### config.mk
export PLATFORM = sky130hd
export DESIGN_NAME = bcd_disp2
export DESIGN_NICKNAME = d
export VERILOG_FILES = /design/src/rtl/bcd_disp2.sv
export SDC_FILE = /design/constraint.sdc
export NUM_CORES = 1
export LEC_CHECK = 0
export ABC_AREA = 1
export BUFFER_PORTS_ARGS = -buffer_cell sky130_fd_sc_hd__buf_2
export CAP_MARGIN = 20
export CORE_ASPECT_RATIO = 0.6
export CORE_UTILIZATION = 33
export CTS_CLUSTER_DIAMETER = 60
export DETAILED_ROUTE_END_ITERATION = 12
export GPL_ROUTABILITY_DRIVEN = 0
export PLACE_DENSITY_LB_ADDON = 0.25
export SLEW_MARGIN = 20
export SYNTH_ARGS = -nofsm -noshare
export SYNTH_HDL_FRONTEND = slang
export SYNTH_SLANG_ARGS = --single-unit
### constraint.sdc
create_clock -name clk -period 2.8 [get_ports clk]
set_input_delay 0.56 -clock clk [delete_from_list [all_inputs] [get_ports clk]]
set_output_delay 0.56 -clock clk [all_outputs]
set_load 0.1 [all_outputs]
### src/rtl/bcd_disp2.sv
// Two-digit multiplexed common-anode 7-segment driver with per-frame shadow sampling.
// Optional leading-zero blanking of the tens digit: define BCD_DISP2_LZB_EN.
module bcd_disp2 #(
  parameter int SCAN_DIV = 50000,
  parameter int DEAD     = 2
) (
  input  logic       clk,
  input  logic       clr,
  input  logic       en,
  input  logic [3:0] bcd0,
  input  logic [3:0] bcd1,
  output logic [6:0] seg,
  output logic [1:0] com
);

  localparam int            CW     = $clog2(SCAN_DIV);
  localparam logic [CW-1:0] LAST   = CW'(SCAN_DIV - 1);
  localparam logic [CW-1:0] DEAD_C = CW'(DEAD);
  localparam logic [6:0]    BLANK  = 7'h7F;

  typedef enum logic {PH_UNITS = 1'b0, PH_TENS = 1'b1} phase_t;

  logic [CW-1:0] cnt;
  phase_t        p;
  logic [3:0]    sh0, sh1;
  logic [3:0]    digit;
  logic [6:0]    seg_d;
  logic [1:0]    com_d;

  function automatic logic [6:0] font(input logic [3:0] d);
    case (d)
      4'd0:    font = 7'h40;
      4'd1:    font = 7'h79;
      4'd2:    font = 7'h24;
      4'd3:    font = 7'h30;
      4'd4:    font = 7'h19;
      4'd5:    font = 7'h12;
      4'd6:    font = 7'h02;
      4'd7:    font = 7'h78;
      4'd8:    font = 7'h00;
      4'd9:    font = 7'h10;
      default: font = 7'h3F;
    endcase
  endfunction

  // Outputs are decoded from the current position so seg and com switch together.
  always_comb begin
    // NOTE: defaults first so every path assigns every output; no latch is inferred.
    com_d = 2'b11;
    seg_d = BLANK;
    digit = (p == PH_TENS) ? sh1 : sh0;
    if (en && (cnt >= DEAD_C)) begin
      com_d = (p == PH_TENS) ? 2'b01 : 2'b10;
      seg_d = font(digit);
`ifdef BCD_DISP2_LZB_EN
      if ((p == PH_TENS) && (sh1 == 4'd0)) seg_d = BLANK;
`endif
    end
  end

  // NOTE: all state uses non-blocking assignments; clr resets asynchronously and
  // immediately, independent of the scan position.
  always_ff @(posedge clk or negedge clr) begin
    if (!clr) begin
      cnt <= '0;
      p   <= PH_UNITS;
      sh0 <= 4'd0;
      sh1 <= 4'd0;
      seg <= BLANK;
      com <= 2'b11;
    end else begin
      if (cnt == LAST) begin
        cnt <= '0;
        p   <= (p == PH_TENS) ? PH_UNITS : PH_TENS;
        // End of frame: both digits are captured on the same edge, so no tearing.
        if (p == PH_TENS) begin
          sh0 <= bcd0;
          sh1 <= bcd1;
        end
      end else begin
        cnt <= cnt + CW'(1);
      end
      seg <= seg_d;
      com <= com_d;
    end
  end

endmodule
==> impl_metrics.env <==
export IMPL_cp_top_family="flip-flops"
export IMPL_tightest_slew_ns=0.7644
export IMPL_core_area_mm2=0.005570
export IMPL_clock_skew_ns=0.006228
export IMPL_grtUsageTotal_pct=14.10
export IMPL_drive_gt1_share_pct=25.49
export IMPL_clock_path_buffers=2
export IMPL_status="finished, final reports clean"
export IMPL_rows=21
export IMPL_slew_violations=0
export IMPL_ios=20
export IMPL_yosys_warnings=0
export IMPL_synthCells=230
export IMPL_portBuffers=19
export IMPL_h_tree_depth=2
export IMPL_path_clk_slew_ns=0.07
export IMPL_rr_worst_depth=9
export IMPL_fmax_mhz=562.5
export IMPL_synth_nets=248
export IMPL_drt_wl_total_mm=3.866
export IMPL_cts_made_buffers=5
export IMPL_ir_drop_uv=205.1
export IMPL_die_y_um=60.84
export IMPL_synth_seq_cells=34
export IMPL_holdCritPathClass="in2async"
export IMPL_grt_pass1_vias=1259
export IMPL_cp_num_cells=9
export IMPL_path_class="reg2reg"
export IMPL_clk_latency_ns=0.28
export IMPL_final_cells=335
export IMPL_cts_hold_buf=0
export IMPL_grt_overflow=0
export IMPL_post_route_drc_count=0
export IMPL_clock_sinks=34
export IMPL_rsz0062_at_grt="false"
export IMPL_critPathMaxStageDelay_ns=0.75
export IMPL_cts_tree="built"
export IMPL_fill_cells=596
export IMPL_syn_cell_area_mm2=0.001904
export IMPL_die_w_um=100.1
export IMPL_die_area_mm2=0.006088
export IMPL_cp_buffers_inverters=2
export IMPL_cp_end_kind="flip-flop"
export IMPL_timing_slew_headroom_pct=49.04
export IMPL_ant_nets=0
export IMPL_via_count=1456
export IMPL_dp_hpwl_mm=2.912
export IMPL_period_needed_ns=1.778
export IMPL_setup_viol=0
export IMPL_cts_setup_buffers=0
export IMPL_nNetsFinal=272
export IMPL_critPathArrivalTime_ns=2.00
export IMPL_syn_area_per_cell_um2=8.280
export IMPL_vias_per_cell=4.346
export IMPL_antenna_found_initial=0
export IMPL_synth_seq_area_share_pct=45.27
export IMPL_path_max_fanout=17
export IMPL_synthToLayoutAreaGrowth_pct=14.39
export IMPL_cts_root_buf="clkbuf_8"
export IMPL_setup_tns_ns=0
export IMPL_cp_start_kind="flip-flop"
export IMPL_hold_violations=0
export IMPL_drt_iter0_markers=94
export IMPL_wire_per_inst_um=11.54
export IMPL_p_leak_nw=1.075
export IMPL_grt_start_max_net_pins=35
export IMPL_cp_slowest_cell="dfrtp_1"
export IMPL_diodes=0
export IMPL_power_density_mw_per_mm2=412.8
export IMPL_timing_final_crit_share_pct=63.49
export IMPL_initial_core_util_pct=34.19
export IMPL_cp_required_ns=3.02
export IMPL_crit_top_cell="nand2_1"
export IMPL_path_cells="nand2_1 -> o21ai_2 -> inv_1 -> ha_1 -> inv_1 -> nand2_1 -> nand3_1 -> o21ai_1 -> nand2_1"
export IMPL_ctsResizeCount=0
export IMPL_yosysUniqueCellTypes=25
export IMPL_dp_cells=327
export IMPL_dr_pass1_iters=4
export IMPL_drv_cap=0
export IMPL_grt_pass1_wl_mm=6.368
[synthesized netlist by cell type]
| library cell | instances | share of area, % |
|---|---|---|
| a21oi_1 | 1 | 0.26 |
| a21oi_4 | 1 | 0.85 |
| buf_2 | 1 | 0.26 |
| buf_4 | 1 | 0.39 |
| dfrtp_1 | 25 | 33 |
| dfstp_2 | 9 | 12 |
| ha_1 | 7 | 4.6 |
| inv_1 | 25 | 4.9 |
| inv_2 | 3 | 0.59 |
| nand2_1 | 57 | 11 |
| nand2_2 | 12 | 3.9 |
| nand3_1 | 18 | 4.7 |
| nand3_2 | 1 | 0.53 |
| nand3_4 | 2 | 1.8 |
| nand4_1 | 10 | 3.3 |
| nor2_1 | 34 | 6.7 |
| nor2_2 | 4 | 1.3 |
| nor2_4 | 2 | 1.2 |
| nor2_8 | 2 | 2.1 |
| o211ai_1 | 1 | 0.39 |
| o21ai_0 | 2 | 0.53 |
| o21ai_1 | 3 | 0.79 |
| o21ai_2 | 2 | 0.92 |
| o21bai_2 | 1 | 0.59 |
| xor2_1 | 6 | 2.8 |
[registers in the layout (all words and copies together), names as in the netlist]
name and cells:
seg 7, com 2, sh1 4, p 1
cnt 16, sh0 4
[metrics by stage]
stage | hold slack [ns] | setup slack, ns | cell area (um2) | utilization, % | power [mW]
after floorplan | 0.2644 | 1.417 | 1904 | - | 0.5182
after global routing | 0.4088 | 0.6988 | 2178 | 39.11 | 0.9352
after detailed placement | 0.4614 | 1.041 | 2087 | 37.47 | 0.5371
after global placement | 0.4598 | 1.136 | 2087 | 37.47 | 0.5378
after CTS | 0.3712 | 1.012 | 2178 | 39.11 | 0.9155
final | 0.3456 | 1.022 | 2178 | 39.11 | 0.8993
[cells in the final DEF, fill, tap and decap left out, types with 3 or more instances in the layout]
cell,Yosys,final
nand2_1,57,57
nor2_1,34,34
inv_1,25,25
dfrtp_1,25,25
buf_2,1,19
nand3_1,18,18
nand2_2,12,12
nand4_1,10,10
dfstp_2,9,9
ha_1,7,7
xor2_1,6,6
clkbuf_8,0,6
nor2_2,4,4
inv_2,3,3
o21ai_1,3,3
[metal layers]
layer	GRT usage [%]	wire (um)	vias up	part of all wire (%)
li1	-	-	771	-
met4	4.348	14	0	0.36
met2	17.24	1352	28	35
met5	0	0	-	0
met1	22.43	2257	655	58
met3	4.378	241	2	6.2
[report_power, final]
group | switching, mW | internal (mW)
registers | 0.000241 | 0.494
clock network | 0.174 | 0.198
logic | 0.0258 | 0.00693
[final timing paths]
path	startpoint	to	slack, ns
max	p	seg[4]	1.02
min	clr	cnt[0]	0.35
max reg2reg	p	seg[4]	1.02
min reg2reg	sh1[0]	sh1[0]	0.47
max in group asynchronous	clr	sh0[1]	1.96
min in group clk	sh1[0]	sh1[0]	0.47
[cell families after synthesis]
kind of cell	count (synthesis)	synth area share (%)
AO/OA/AOI/OAI	11	4.336
XOR/XNOR	6	2.760
adder cells (fa/ha/maj)	7	4.599
buffers and inverters	30	6.176
flip-flops	34	45.27
AND/OR/NAND/NOR	142	36.86
[cell type report]
type | instances | area, um2 | area share, %
Sequential cell | 34 | 862.1 | 39.57
Clock inverter | 1 | 5.005 | 0.2298
Tap cell | 80 | 100.1 | 4.595
Timing Repair Buffer | 19 | 95.09 | 4.365
Multi-Input combinational cell | 166 | 924.6 | 42.45
Clock buffer | 7 | 86.33 | 3.963
Inverter | 28 | 105.1 | 4.825
Note: power is estimated with default switching activity, not from simulation.
